===== src/rtl/decoder_route_scheduler.sv =====
// Sequencer for the 1-to-4 routing decoder: queues (dest, bit) requests in a FIFO
// and drives each onto the decoder for HOLD cycles, followed by a one-cycle gap.
module decoder_route_scheduler #(
   parameter int unsigned DEPTH = 4,
   parameter int unsigned HOLD  = 2,
   localparam int unsigned CNT_W = $clog2(DEPTH) + 1
) (
   input  logic             clk,
   input  logic             reset,
   input  logic             wr_valid,
   output logic             wr_ready,
   input  logic [1:0]       wr_dest,
   input  logic             wr_bit,
   output logic             dec_in,
   output logic [1:0]       dec_sel,
   output logic             dec_en,
   output logic             done_pulse,
   output logic             busy,
   output logic [CNT_W-1:0] count
);

   localparam int unsigned PTR_W = $clog2(DEPTH);
   localparam int unsigned HC_W  = $clog2(HOLD + 1);

   localparam logic [1:0] ST_IDLE  = 2'd0;
   localparam logic [1:0] ST_DRIVE = 2'd1;
   localparam logic [1:0] ST_GAP   = 2'd2;

   logic [1:0]       state_q, state_d;
   logic [HC_W-1:0]  hold_cnt_q, hold_cnt_d;
   logic [PTR_W-1:0] wr_ptr_q, wr_ptr_d;
   logic [PTR_W-1:0] rd_ptr_q, rd_ptr_d;
   logic [CNT_W-1:0] count_q, count_d;
   logic             wr_ready_q, wr_ready_d;
   logic             dec_in_q, dec_in_d;
   logic [1:0]       dec_sel_q, dec_sel_d;
   logic             dec_en_q, dec_en_d;
   logic             done_q, done_d;
   logic             busy_q, busy_d;
   logic [2:0]       mem_q [DEPTH];

   logic             push;
   logic             pop;
   logic [2:0]       head;

   assign push = wr_valid & wr_ready_q;
   assign head = mem_q[rd_ptr_q];

   // Next-state and next-output logic; a pop happens only on entry into DRIVE
   always_comb begin
      state_d    = state_q;
      hold_cnt_d = hold_cnt_q;
      dec_in_d   = 1'b0;
      dec_sel_d  = dec_sel_q;
      dec_en_d   = 1'b0;
      done_d     = 1'b0;
      pop        = 1'b0;

      case (state_q)
         ST_IDLE, ST_GAP: begin
            if (count_q != '0) begin
               pop        = 1'b1;
               state_d    = ST_DRIVE;
               dec_sel_d  = head[2:1];
               dec_in_d   = head[0];
               dec_en_d   = 1'b1;
               hold_cnt_d = HC_W'(HOLD - 1);
            end else begin
               state_d = ST_IDLE;
            end
         end
         ST_DRIVE: begin
            if (hold_cnt_q != '0) begin
               hold_cnt_d = hold_cnt_q - HC_W'(1);
               dec_in_d   = dec_in_q;
               dec_en_d   = 1'b1;
            end else begin
               state_d = ST_GAP;
               done_d  = 1'b1;
            end
         end
         default: state_d = ST_IDLE;
      endcase

      wr_ptr_d = push ? wr_ptr_q + PTR_W'(1) : wr_ptr_q;
      rd_ptr_d = pop  ? rd_ptr_q + PTR_W'(1) : rd_ptr_q;

      case ({push, pop})
         2'b10:   count_d = count_q + CNT_W'(1);
         2'b01:   count_d = count_q - CNT_W'(1);
         default: count_d = count_q;
      endcase

      // Ready follows occupancy only, so a pop while full cannot bypass
      wr_ready_d = (count_d < CNT_W'(DEPTH));
      busy_d     = (state_d != ST_IDLE);
   end

   always_ff @(posedge clk) begin
      if (reset) begin
         state_q    <= ST_IDLE;
         hold_cnt_q <= '0;
         wr_ptr_q   <= '0;
         rd_ptr_q   <= '0;
         count_q    <= '0;
         wr_ready_q <= 1'b1;
         dec_in_q   <= 1'b0;
         dec_sel_q  <= 2'd0;
         dec_en_q   <= 1'b0;
         done_q     <= 1'b0;
         busy_q     <= 1'b0;
      end else begin
         state_q    <= state_d;
         hold_cnt_q <= hold_cnt_d;
         wr_ptr_q   <= wr_ptr_d;
         rd_ptr_q   <= rd_ptr_d;
         count_q    <= count_d;
         wr_ready_q <= wr_ready_d;
         dec_in_q   <= dec_in_d;
         dec_sel_q  <= dec_sel_d;
         dec_en_q   <= dec_en_d;
         done_q     <= done_d;
         busy_q     <= busy_d;
      end
   end

   // FIFO storage; stale slots are harmless because pointers reset
   always_ff @(posedge clk) begin
      if (push && !reset) begin
         mem_q[wr_ptr_q] <= {wr_dest, wr_bit};
      end
   end

   assign wr_ready   = wr_ready_q;
   assign dec_in     = dec_in_q;
   assign dec_sel    = dec_sel_q;
   assign dec_en     = dec_en_q;
   assign done_pulse = done_q;
   assign busy       = busy_q;
   assign count      = count_q;

endmodule


===== config.mk =====
export PLATFORM = sky130hd
export DESIGN_NAME = decoder_route_scheduler
export DESIGN_NICKNAME = d
export VERILOG_FILES = /design/src/rtl/decoder_route_scheduler.sv
export SDC_FILE = /design/constraint.sdc
export NUM_CORES = 1
export LEC_CHECK = 0
export CAP_MARGIN = 30
export CORE_MARGIN = 2
export CORE_UTILIZATION = 48
export CTS_CLUSTER_DIAMETER = 120
export CTS_CLUSTER_SIZE = 25
export DETAILED_ROUTE_END_ITERATION = 16
export GPL_TIMING_DRIVEN = 0
export PLACE_DENSITY = 0.77
export REMOVE_ABC_BUFFERS = 1
export SLEW_MARGIN = 40
export SYNTH_ARGS = -nofsm -noshare
export SYNTH_HDL_FRONTEND = slang
export SYNTH_SLANG_ARGS = --single-unit

===== constraint.sdc =====
create_clock -name clk -period 2 [get_ports clk]
set_input_delay 0.2 -clock clk [delete_from_list [all_inputs] [get_ports clk]]
set_output_delay 0.2 -clock clk [all_outputs]
set_load 0.1 [all_outputs]

==> metrics, run 1 <==
commonest non-fill, non-tap cell in the layout dfxtp_1; diodes inserted 0; share of synthesized registers carrying an async set or reset 0%; CTS Hold Buffers Added 0; placed instance count 145; TNS Setup -0.223 ns; worst min path class in -> reg; # nets final 142; Tcrit/Tclk final 107%; setup violators final 2; first-pass GRT wire length 3.44 mm; Critical Path Sink Type flip-flop; Most used DFF post-synth dfxtp_1; GPL Wtd Cong roughly 0.74; DR vias between 800 and 900; Synth cell types 31; Num CTS Buffers 5; status finished with violations; average instance area after synthesis about 13 um2; unrepaired setup endpoints after global routing true; max-slew violations 0; total gr overflow 0; crit path time final 2.15 ns; register area share after synthesis 59.4%; HPWL after DPL 1.40 mm; Place WS -0.284 ns; critical path cell sequence or3_4, nand2_4, inv_4, ha_4, fa_2, xnor2_2, or3_4, a21o_1; Via density 5.26; fin cells 160; failing checks setup timing; vias in the first global route between 800 and 900; Die Wd approximately 56 um; WL/cell 12.8 um; CTS tree done; IO Pins 16; CTS clk-pin slew, worst paths 0.10 ns; synthesized cell area 1280 um2; Critical Path Max Stage Delay 0.40 ns; largest net degree at the start of global routing 22; core area around 2500 um2; CP top delay family simple AND/OR/NAND/NOR gates; Total GRT Usage 14.5%; Synth top area share a little under a third; most frequent CP cell or3_4; fmax 465 MHz; antenna viol nets, final 0; total of fill cells in the finished design 190; post-route DRC violation count 0; Worst Path Max Fanout 2; Cell Rows 18; DRT Wirelength 2.05 mm; CTS Sinks 32; maximum clock path buffer count 2; Yosys top cell by area dfxtp_1; critical path type reg -> reg; critical path's slowest cell or3_4; share of cells above drive strength 1 29.2%; CP startpoint kind flip-flop; Ys Warns 0; Slew headroom 50.4%; Initial Util 51.2%; drt first pass iters 4; die area roughly 3100 um2; port bufs 15; final worst setup slack -0.150 ns; crit path DAT about 2.4 ns; initial DRC count 18; number of enable flip-flop cells after synthesis 12; area delta synth->final 21.1%; Worst Max-Slew Pin Slew 0.741 ns; Root Buffer clkbuf_4; antenna violations before repair 0; clk_skew 0.0118 ns; Critical Path RT about 2.2 ns; register bit total from synthesis 32; Die H 55.6 um; Final Hold Viols 0; synth top area cells dfxtp_1 (31%), edfxtp_1 (28%), ha_1 (5.9%); max-capacitance violation count 0; Buf/Inv on CP 1; commonest cells after routing, fill and taps aside dfxtp_1 (18), edfxtp_1 (12), a21oi_1 (10), buf_2 (10), buf_4 (7); Worst-Skew Late Latency 0.33 ns; deepest level of the CTS H-tree 2; Mapped Cells roughly 100
==> state kept, by name, summed over array words and instances, names as in the netlist, named ones only <==
name and count:
count 2, dec_en 1, hold_cnt_q 2, rd_ptr_q 2, wr_ready 1, wr_ptr_q 2
dec_sel 2, state_q 2, done_pulse 1, dec_in 1, busy 1, mem_q 12
==> synthesized netlist by cell type (2+ instances only) <==
master	number
a21oi_1	11
and2_1	4
clkbuf_1	2
dfxtp_1	20
edfxtp_1	12
ha_1	6
inv_1	6
mux4_2	3
nand2_1	2
nand2b_1	2
nand3_1	3
nor2_1	6
nor3b_1	2
o21ai_0	4
or3_1	2
xnor2_1	2
==> kinds of logic after synthesis <==
kind of cell	count (synthesis)	synth area share, %
XOR/XNOR	3	2.05
buffers and inverters	9	2.84
flip-flops	32	59.4
AO/OA/AOI/OAI	21	9.78
AND/OR/NAND/NOR	26	12.4
multiplexers	4	6.06
adder cells (fa/ha/maj)	7	7.43
==> per-layer routing <==
layer  share of wire, %  GRT usage, %  wire length [um]
met5                  0             0                 0
met4               0.49          4.18                10
met3                6.6          6.28               136
met2                 51          24.1              1050
met1                 42          17.1               856
==> layout make-up <==
class	instances	area, um2	share of cell area (%)
clock buffers	5	37.5	2.42
clock inverters	3	13.8	0.888
inverters	7	28.8	1.86
multi-input cells	61	514	33.2
flip-flops and latches	32	766	49.4
well taps	30	37.5	2.42
repair buffers	22	153	9.85
==> worst reg2reg max path, cell delays in order, from the launching register on <==
cell,delay [ns]
dfxtp_4,0.35
or3_4,0.40
nand2_4,0.08
inv_4,0.04
ha_4,0.15
fa_2,0.35
xnor2_2,0.15
or3_4,0.34
a21o_1,0.18
==> final timing paths <==
check | slack (ns) | endpoint | cells after the start | startpoint
hold / removal | 0.47 | wr_ptr_q[1] | 3 | wr_valid
setup reg to reg | -0.15 | wr_ready | 8 | count[0]
hold reg to reg | 0.50 | dec_sel[1] | 2 | dec_sel[1]
setup / recovery | -0.15 | wr_ready | 8 | count[0]
==> metrics by stage <==
| step | util [%] | hold slack (ns) | cell area (um2) |
|---|---|---|---|
| after global routing | 62.0 | 0.495 | 1550 |
| after detailed placement | 56.4 | 0.481 | 1410 |
| after floorplan | - | 0.269 | 1270 |
| after global placement | 58.4 | 0.469 | 1460 |
| after CTS | 60.2 | 0.456 | 1500 |
| final | 62.0 | 0.468 | 1550 |
==> timing repair <==
item                       4_1_cts  5_1_grt
gates cloned                     0        0
buffers inserted                 3        4
setup endpoints to repair        2        2
pin swaps                        3        1
resized for setup                6        3
Power of run 1 is left out: the tool's default activity adds up to more than one toggle a clock period on the data nets, which glitch-free logic cannot reach.
==> run 2: changes to the inputs <==
Settings changed: PLACE_DENSITY 0.77 to 0.75.
==> metrics, run 2 (synthesis gave the netlist of run 1 again) <==
status finished with violations; failing checks setup timing; share of cells above drive strength 1 24.4%; placed instance count 145; GPL Wtd Cong 0.742; crit path DAT 2.33 ns; max-capacitance violation count 0; core area 2500 um2; fmax between 400 and 500 MHz; Critical Path Sink Type flip-flop; Root Buffer clkbuf_4; clk_skew 0.00974 ns; max reg flops 12; Largest Register mem_q; CTS tree done; largest net degree at the start of global routing 22; antenna violations before repair 0; critical path type reg -> reg; antenna viol nets, final 0; maximum clock path buffer count 2; Worst-Skew Late Latency 0.31 ns; deepest level of the CTS H-tree 2; vias in the first global route 864; worst hold margin around 0.48 ns; Tcrit/Tclk final 106%; Worst Max-Slew Pin Slew 0.721 ns; Total GRT Usage 14.5%; Slew headroom 51.8%; CTS clk-pin slew, worst paths 0.09 ns; commonest cells after routing, fill and taps aside dfxtp_1 (18), edfxtp_1 (12), a21oi_1 (11); Cell Rows 18; DRT Wirelength 2.04 mm; initial DRC count 20; Core Util, Final 60.5%; setup violators final 2; Via density 5.29; commonest non-fill, non-tap cell in the layout dfxtp_1; CTS Sinks 32; Die H 55.6 um; met1 WL 848 um; unrepaired setup endpoints after global routing true; Die Wd 55.6 um; post-route DRC violation count 0; Worst Path Max Fanout 3; WL met2 about 1.1 mm; fin cells 157; final worst setup slack -0.125 ns; reg-to-reg slack, setup -0.13 ns; Num CTS Buffers 5; Top Layer Used met4; WL met3 103 um; diodes inserted 0; Initial Util roughly 50%; drt first pass iters 4; total of fill cells in the finished design 198; HPWL after DPL roughly 1.5 mm; crit path time final 2.13 ns; IO Pins 16; max-slew violations 0; Final Hold Viols 0; port bufs 15; WL/cell 13.0 um; total gr overflow 0; area delta synth->final 18.2%; Critical Path RT roughly 2.2 ns; die area 3100 um2; # nets final 139; first-pass GRT wire length 3.53 mm; DR vias slightly above 800; worst min path class reg -> reg; CP startpoint kind flip-flop
run 2: per-stage QoR:
| stage | area [um2] | TNS (ns) | setup slack (ns) |
|---|---|---|---|
| after floorplan | 1270 | -1.65 | -0.686 |
| after global placement | 1460 | -0.494 | -0.287 |
| after detailed placement | 1410 | -0.572 | -0.311 |
| after CTS | 1510 | -0.181 | -0.123 |
| after global routing | 1510 | -0.352 | -0.194 |
| final | 1510 | -0.180 | -0.125 |
run 2: final cells by class:
class	instances	area [um2]	area share, %
clock inverters	1	5.00	0.331
flip-flops and latches	32	768	50.8
inverters	7	28.8	1.90
multi-input cells	61	498	32.9
repair buffers	19	130	8.60
well taps	30	37.5	2.48
clock buffers	7	45.0	2.98
run 2: critical path, stage by stage (launching register included):
cell and delay [ns]:
dfxtp_4 0.35, or3_4 0.40, nand2_4 0.09, inv_4 0.05, ha_4 0.16, fa_2 0.33
xnor2_1 0.13, or3_1 0.33, a21o_1 0.18
run 2: worst paths after layout:
check	from	to	cells past startpoint
min reg2reg	dec_sel[0]	dec_sel[0]	2
max reg2reg	count[0]	wr_ready	8
max	count[0]	wr_ready	8
min	dec_sel[0]	dec_sel[0]	2
run 2: layer usage:
metal	track usage [%]	up-vias
li1	-	410
met1	16.5	395
met2	25.7	24
met3	4.19	2
met4	5.23	0
met5	0	-
run 2: timing repair:
action	CTS	global route
resized for setup	7	0
cloned	0	0
setup endpoints to repair	2	2
hold buffers	0	0
pin swaps	3	0
setup buffers	4	0
Power of run 2 is left out for the same reason.
